**config.mk**
```make
export PLATFORM = sky130hd
export DESIGN_NAME = geralds_interpolator
export DESIGN_NICKNAME = d
export VERILOG_FILES = /design/src/rtl/geralds_interpolator.sv
export SDC_FILE = /design/constraint.sdc
export NUM_CORES = 1
export LEC_CHECK = 0
export BUFFER_PORTS_ARGS = -buffer_cell sky130_fd_sc_hd__clkbuf_2
export CAP_MARGIN = 25
export CORE_MARGIN = 3
export CORE_UTILIZATION = 58
export CTS_CLUSTER_SIZE = 40
export DETAILED_ROUTE_END_ITERATION = 6
export GPL_TIMING_DRIVEN = 1
export PLACE_DENSITY_LB_ADDON = 0.12
export SLEW_MARGIN = 20
export SYNTH_ARGS = -nofsm -noshare
export SYNTH_HDL_FRONTEND = slang
export SYNTH_SLANG_ARGS = --single-unit
```
**constraint.sdc**
```tcl
create_clock -name clk -period 3.5 [get_ports clk]
set_clock_uncertainty 0.2 [all_clocks]
set_input_delay 0.35 -clock clk [delete_from_list [all_inputs] [get_ports clk]]
set_output_delay 0.35 -clock clk [all_outputs]
set_load 0.02 [all_outputs]
```
**src/rtl/geralds_interpolator.sv**
```systemverilog
// AXI-Stream frame upsampler: buffers one frame, then replays each sample RATIO times.
// Define INTERP_ZERO_STUFF_EN for zero-stuffed output instead of zero-order hold.
module geralds_interpolator #(
    parameter int DATA_WIDTH = 32,
    parameter int FRAME_SIZE = 4,
    parameter int RATIO      = 15
) (
    input  logic                  clk,
    input  logic                  reset,
    input  logic [DATA_WIDTH-1:0] s_tdata,
    input  logic                  s_tvalid,
    output logic                  s_tready,
    input  logic                  s_tlast,
    output logic [DATA_WIDTH-1:0] m_tdata,
    output logic                  m_tvalid,
    input  logic                  m_tready,
    output logic                  m_tlast,
    output logic                  frame_err
);

    localparam int IW = $clog2(FRAME_SIZE);
    localparam int LW = $clog2(FRAME_SIZE + 1);
    localparam int RW = (RATIO > 1) ? $clog2(RATIO) : 1;
    localparam logic [IW-1:0] LAST_IDX = IW'(FRAME_SIZE - 1);
    localparam logic [RW-1:0] LAST_REP = RW'(RATIO - 1);

    typedef enum logic {
        FILL,
        DRAIN
    } state_t;

    state_t                state_q, state_d;
    logic [IW-1:0]         wr_idx_q, wr_idx_d;
    logic [IW-1:0]         rd_idx_q, rd_idx_d;
    logic [LW-1:0]         len_q, len_d;
    logic [RW-1:0]         rep_q, rep_d;
    logic                  s_tready_q, s_tready_d;
    logic                  m_tvalid_q, m_tvalid_d;
    logic                  m_tlast_q, m_tlast_d;
    logic [DATA_WIDTH-1:0] m_tdata_q, m_tdata_d;
    logic                  frame_err_q, frame_err_d;

    logic [DATA_WIDTH-1:0] mem_q [FRAME_SIZE];

    logic                  accept;
    logic                  out_fire;
    logic                  cur_last;
    logic                  hold_beat;
    logic [DATA_WIDTH-1:0] rd_data;

    assign accept   = (state_q == FILL) && s_tvalid && s_tready_q;
    assign out_fire = (state_q == DRAIN) && m_tready;
    assign cur_last = ((LW'(rd_idx_q) + LW'(1)) == len_q) && (rep_q == LAST_REP);

    always_comb begin
        state_d     = state_q;
        wr_idx_d    = wr_idx_q;
        rd_idx_d    = rd_idx_q;
        len_d       = len_q;
        rep_d       = rep_q;
        frame_err_d = 1'b0;

        case (state_q)
            FILL: begin
                if (accept) begin
                    if (s_tlast || (wr_idx_q == LAST_IDX)) begin
                        // Error when the tlast and full-frame conditions disagree.
                        frame_err_d = s_tlast ^ (wr_idx_q == LAST_IDX);
                        len_d       = LW'(wr_idx_q) + LW'(1);
                        wr_idx_d    = '0;
                        rd_idx_d    = '0;
                        rep_d       = '0;
                        state_d     = DRAIN;
                    end else begin
                        wr_idx_d = wr_idx_q + IW'(1);
                    end
                end
            end
            DRAIN: begin
                if (out_fire) begin
                    if (rep_q != LAST_REP) begin
                        rep_d = rep_q + RW'(1);
                    end else begin
                        rep_d = '0;
                        if (cur_last) begin
                            rd_idx_d = '0;
                            state_d  = FILL;
                        end else begin
                            rd_idx_d = rd_idx_q + IW'(1);
                        end
                    end
                end
            end
            default: state_d = FILL;
        endcase
    end

    // Output flops are loaded from next-state values; a length-1 frame needs the write bypass.
    always_comb begin
        rd_data = mem_q[rd_idx_d];
        if (accept && (wr_idx_q == rd_idx_d)) begin
            rd_data = s_tdata;
        end
`ifdef INTERP_ZERO_STUFF_EN
        hold_beat = (rep_d == '0);
`else
        hold_beat = 1'b1;
`endif
        s_tready_d = (state_d == FILL);
        m_tvalid_d = (state_d == DRAIN);
        m_tlast_d  = (state_d == DRAIN)
                     && ((LW'(rd_idx_d) + LW'(1)) == len_d)
                     && (rep_d == LAST_REP);
        m_tdata_d  = '0;
        if ((state_d == DRAIN) && hold_beat) begin
            m_tdata_d = rd_data;
        end
    end

    always_ff @(posedge clk) begin
        if (!reset) begin
            state_q     <= FILL;
            wr_idx_q    <= '0;
            rd_idx_q    <= '0;
            len_q       <= '0;
            rep_q       <= '0;
            s_tready_q  <= 1'b0;
            m_tvalid_q  <= 1'b0;
            m_tlast_q   <= 1'b0;
            m_tdata_q   <= '0;
            frame_err_q <= 1'b0;
        end else begin
            state_q     <= state_d;
            wr_idx_q    <= wr_idx_d;
            rd_idx_q    <= rd_idx_d;
            len_q       <= len_d;
            rep_q       <= rep_d;
            s_tready_q  <= s_tready_d;
            m_tvalid_q  <= m_tvalid_d;
            m_tlast_q   <= m_tlast_d;
            m_tdata_q   <= m_tdata_d;
            frame_err_q <= frame_err_d;
        end
    end

    always_ff @(posedge clk) begin
        if (accept) begin
            mem_q[wr_idx_q] <= s_tdata;
        end
    end

    assign s_tready  = s_tready_q;
    assign m_tvalid  = m_tvalid_q;
    assign m_tlast   = m_tlast_q;
    assign m_tdata   = m_tdata_q;
    assign frame_err = frame_err_q;

endmodule

```
* Word-level counts from Yosys, hierarchy flattened *
Memories as Yosys holds them, arrays and structs flattened. A register that Yosys moved wholly into a read port is not among the register bits.
Cells that the tools add are included.

storage, ports and cells
  bits in registers = 15
  bits in writable memories = 128
  bits of input ports = 37
  output and inout port bits = 36
  logic and storage cells = 61
  memories kept = 1

memories
  name   depth  bits a word  rd ports  clocked after memory_dff  wr ports  line  text
  mem_q  4      32           1         1                         1         43    logic [DATA_WIDTH-1:0] mem_q [FRAME_SIZE];

cells by class
  add/subtract/negate cells = 6
  eq/ne operators = 6
  muxes and demuxes = 23
  bitwise logic cells = 6
  reduce and logical (&&, ||, !) cells = 11

operators by type and width
  cell                                          number
  two-way mux 4 bit                             4
  two-way mux 2 bit                             6
  adder 2 x 1 -> 3 bit (second input constant)  3
  two-way mux 3 bit                             3
  equality test 4 bit (second input constant)   2
  one-hot mux 4 bit (2 select lines)            1
  two-way mux 1 bit                             7
  equality test 3 bit                           2
  logical AND 1 bit                             6
  NOT 1 bit                                     5
  adder 2 x 1 -> 2 bit (second input constant)  2
  adder 4 x 1 -> 4 bit (second input constant)  1
  != test 4 bit (second input constant)         1
  one-hot mux 2 bit (2 select lines)            1
  AND reduction 2 bit                           2
  OR reduction 4 bit                            1
  equality test 2 bit (second input constant)   1
  one-hot mux 1 bit (2 select lines)            1
  logical NOT 1 bit                             1
  logical OR 1 bit                              1
  bitwise XOR 1 bit                             1

* Longest topological paths before layout *
  depth after elaboration = 11
  depth in mapped cells = 13
  gate-level depth less buffers = 11

* Worst setup path before layout *
OpenSTA, ideal clock, no wires.

  kind = flip-flop to flip-flop
  start point = register wr_idx_q[0]
  end point = register m_tlast_q, in the netlist m_tlast
  library setup time = 92 ps
  arrival = 2477 ps
  required time = 3208 ps
  path slack = 732 ps
  cell stages (with the launch flop) = 14
  path buffers = 2
  clock period less this slack = 2768 ps
  path through = dfxtp_1 -> ha_1 -> inv_1 -> ha_1 -> nand4bb_1 -> o211ai_1 -> o31a_1 -> buf_6 -> inv_1 -> buf_2 -> ha_1 -> xor2_1 -> o2111ai_1 -> nor4_1

on the way
  longest elaborated chain between the ends = 9
  elaborated cells between the ends (all ways) = 20
  those cells by class = 2 x add/sub; 3 x eq/ne; 12 x mux; 3 x reduce/logical

ends and longest elaborated chain
  item                                line  text
  start: declaration                  33    logic [IW-1:0] wr_idx_q, wr_idx_d;
  start signal: assignment            134   wr_idx_q <= wr_idx_d;
  equality test 2 bit                 66    if (s_tlast || (wr_idx_q == LAST_IDX)) begin
  logical OR 1 bit                    66
  two-way mux 2 bit                   66
  two-way mux 2 bit                   65    if (accept) begin
  one-hot mux 2 bit (2 select lines)  63    case (state_q)
  net rd_idx_d[1]                     34    logic [IW-1:0] rd_idx_q, rd_idx_d;
  adder 2 x 1 -> 3 bit                112   && ((LW'(rd_idx_d) + LW'(1)) == len_d)
  equality test 3 bit                 112
  logical AND 1 bit                   112
  logical AND 1 bit                   113   && (rep_d == LAST_REP);
  end signal: assignment              140   m_tlast_q <= m_tlast_d;
  end: declaration                    39    logic m_tlast_q, m_tlast_d;

The timed path passes the listed nets, and every way through them passes these cells.
A chain may end at the register's enable or synchronous reset.

* Final worst setup path *
  start point = register wr_idx_q[0]
  end point = register m_tdata_q[23], in the netlist m_tdata[23] (read register of mem_q)

on the way
  longest elaborated chain between the ends = 7
  elaborated cells between the ends (all ways) = 10
  those cells by class = 1 x eq/ne; 6 x mux; 3 x reduce/logical

ends and longest elaborated chain
  item                                  line  text
  equality test 2 bit (*)               66
  logical OR 1 bit (*)                  66
  two-way mux 1 bit                     66
  two-way mux 1 bit                     65
  one-hot mux 1 bit (2 select lines)    63
  AND reduction 2 bit (no source line)  -
  logical NOT 1 bit (no source line)    -
  end: declaration                      40    logic [DATA_WIDTH-1:0] m_tdata_q, m_tdata_d;

Mark *: on every way between the ends. The rest lies on a longest branch, timed or not.

==> metrics.cfg <==
[placement]
pre_cts_slack_ps = 616.8
port-buffer-count = 72
finalWeightedCongestion = 0.8853
dp_hpwl_um = 7431

[hold_path]
hp-start = reset
worstHoldPathType = in -> reg

[synth]
syn_inst = 451
synth_top_area_share_pct = 57.02
yosysMostFrequentCell = edfxtp_1
syn_avg_cell_area_um2 = 14.95
yosysUniqueCellTypes = 38
synthTopCellsByCount = edfxtp_1 (128), nand2_1 (71), mux2i_1 (65), dfxtp_1 (47), a32o_1 (32)
yosys_register_bits = 175
synth_warnings = 0
mappedNetlistNets = 495
yosysTopAreaCell = edfxtp_1
synth.cell_area_um2 = 6741
async_flop_share_pct = 0
synth_area_leaders = edfxtp_1 (57%), dfxtp_1 (14%), mux2i_1 (9.7%)
ys_seq_area_share_pct = 70.97
synth_edf_count = 128
synthFlopType = edfxtp_1

[critical_path]
rr_startpoint = wr_idx_q[0]
startpoint = wr_idx_q[0]
path_buf_inv = 2
cp_cell_sequence = ha_1, inv_1, ha_1, nand4bb_1, o211ai_1, o31ai_4, buf_12, mux2i_1, nand2_1, a32o_1
critical-path-max-stage-delay_ps = 400
crit_family = compound AO/OA/AOI/OAI gates
cpMostUsedCell = ha_1
crit_path_end_kind = flip-flop
path_max_fanout = 66
crit_type = reg -> reg
cpMaxStageDelayCell = buf_12
worstSetupStartpointType = flip-flop
arrival_ps = 3060
crit_required_ps = 3610

[route]
viasPerCell = 5.702
drt_wl_total_um = 13280
wl_met2_um = 6417
wl_per_cell_um = 18.57
drtIter0Drc = 338
num_vias = 4077
drc = 0
ant_nets = 0
met3_length_um = 729
dr.pass1.iters = 5
wl_met1_um = 5902
top_layer = met4

[floorplan]
die_w_um = 113.8
die_height_um = 113.8
die_area_um2 = 12950
core_um2 = 11080
start_util_pct = 60.85
ios = 73
rows = 38

[sta]
min_period_ps = 2948
max_freq_mhz = 339.2
max_slew.worst_pin.slew_ps = 887.7
setup-tns-final_ps = 0
period_share_pct = 84.24
hold_viol_final = 0
final_max_slew_viol_count = 0
whs_ps = 41.28
relSlewSlack_pct = 40.82
setup_ws_ps = 551.7
grt_setup_unrepaired = no
setup_viol = 0

[cts]
cts_tree = built
ctsLongestPathBuffers = 2
cts_max_level = 4
clk_latency_ps = 420
cts_resized = 0
clock_sinks = 175
cts_made_buffers = 17
clkTransAtPathRegs_ps = 60
cts-root-buf = clkbuf_16

[finish]
area_growth_syn_to_layout_pct = 21.86
antenna_cells = 0
postLayoutCoreUtil_pct = 74.16
final_nets = 606
drive_gt1_share_pct = 21.22

[grt]
antenna_found_initial = 0
grt_max_degree = 67
grt-ovfl-total = 0
grt_usage_pct = 22.26
first_global_vias = 4239
grt_pass1_wl_um = 21700

[power_and_ir_drop]
p_clk_share_pct = 44.0
seqPwrFrac_pct = 51.6
ir_drop_mv = 0.4023
internal_power_mw = 3.564
swShare_pct = 19.53
combPwrFrac_pct = 4.5
power.density_nw_per_um2 = 539.1
switchingPower_mw = 0.8650
power_mw = 4.429
leakage_nw = 2.936

[flow_run]
max_cap_violations = 0

[run_status]
status = completed

worst reg2reg max path, stage by stage (launching register included):
cell	delay (ps)
dfxtp_1	380
ha_1	230
inv_1	130
ha_1	260
nand4bb_1	240
o211ai_1	180
o31ai_4	120
buf_12	400
mux2i_1	370
nand2_1	70
a32o_1	280
through the flow:
step / std cells / cell area [µm²]
4_1_cts: 715 / 8215
3_5_place_dp: 651 / 7278
2_1_floorplan: 451 / 6741
5_1_grt: 715 / 8215
3_3_place_gp: 650 / 7251
6_report: 715 / 8215
power by group through the flow:
| stage | combinational [mW] | sequential [mW] | clock [mW] |
|---|---|---|---|
| global placement | 0.161 | 2.33 | 0 |
| detailed placement | 0.169 | 2.33 | 0 |
| floorplan | 0.0668 | 2.34 | 0 |
| CTS | 0.199 | 2.28 | 1.98 |
| global route | 0.218 | 2.29 | 2.05 |
| finish | 0.198 | 2.28 | 1.95 |
final cells by class:
type,count,area (µm²)
Sequential cell,175,4785
Fill cell,694,2863
Multi-Input combinational cell,242,1802
Timing Repair Buffer,115,795.8
Clock buffer,22,454.2
Tap cell,140,175.2
Clock inverter,10,162.7
Inverter,11,41.29
final timing paths:
| check | to | slack (ps) | depth (start not counted) |
|---|---|---|---|
| worst max-delay path | m_tdata[23] | 550 | 10 |
| worst min-delay path | frame_err | 40 | 3 |
| worst max register to register | m_tdata[23] | 550 | 10 |
| worst min register to register | wr_idx_q[1] | 320 | 2 |
flip-flops by register name (all words and copies together) (netlist names):
name and cells:
s_tready 1, m_tlast 1, m_tdata 32, rd_idx_q 2
frame_err 1, len_q 3, wr_idx_q 2, m_tvalid 1
rep_q 4, mem_q 128
what timing repair did:
action,4_1_cts,5_1_grt
endpoints found under the hold margin,146,0
buffers inserted,0,0
hold buffers,32,0
setup endpoints to repair,0,0
kinds of logic after synthesis:
family / Yosys count / synth area share, %
multiplexers: 66 / 9.818
adder cells (fa/ha/maj): 7 / 1.299
AO/OA/AOI/OAI: 55 / 6.904
XOR/XNOR: 7 / 1.021
AND/OR/NAND/NOR: 107 / 7.146
flip-flops: 175 / 70.97
buffers and inverters: 34 / 2.840
metal layers:
metal	vias up	global-route usage, %
met2	140	35.81
met5	-	0
met1	1990	29.19
met4	0	9.739
li1	1922	-
met3	25	5.252
cells in the final DEF, fill, tap and decap left out, types with 4 or more instances in the layout:
cell and instances:
edfxtp_1 128, clkbuf_2 72, nand2_1 71, mux2i_1 65, dfxtp_1 47, a32o_1 32
dlygate4sd3_1 32, clkbuf_16 17, inv_1 11, nor2_1 9, buf_4 9, nand3_1 7
a21oi_1 7, ha_1 7, o21ai_0 5, clkbuf_1 4, bufinv_16 4
No activity file was read; power rests on OpenSTA's default activity.
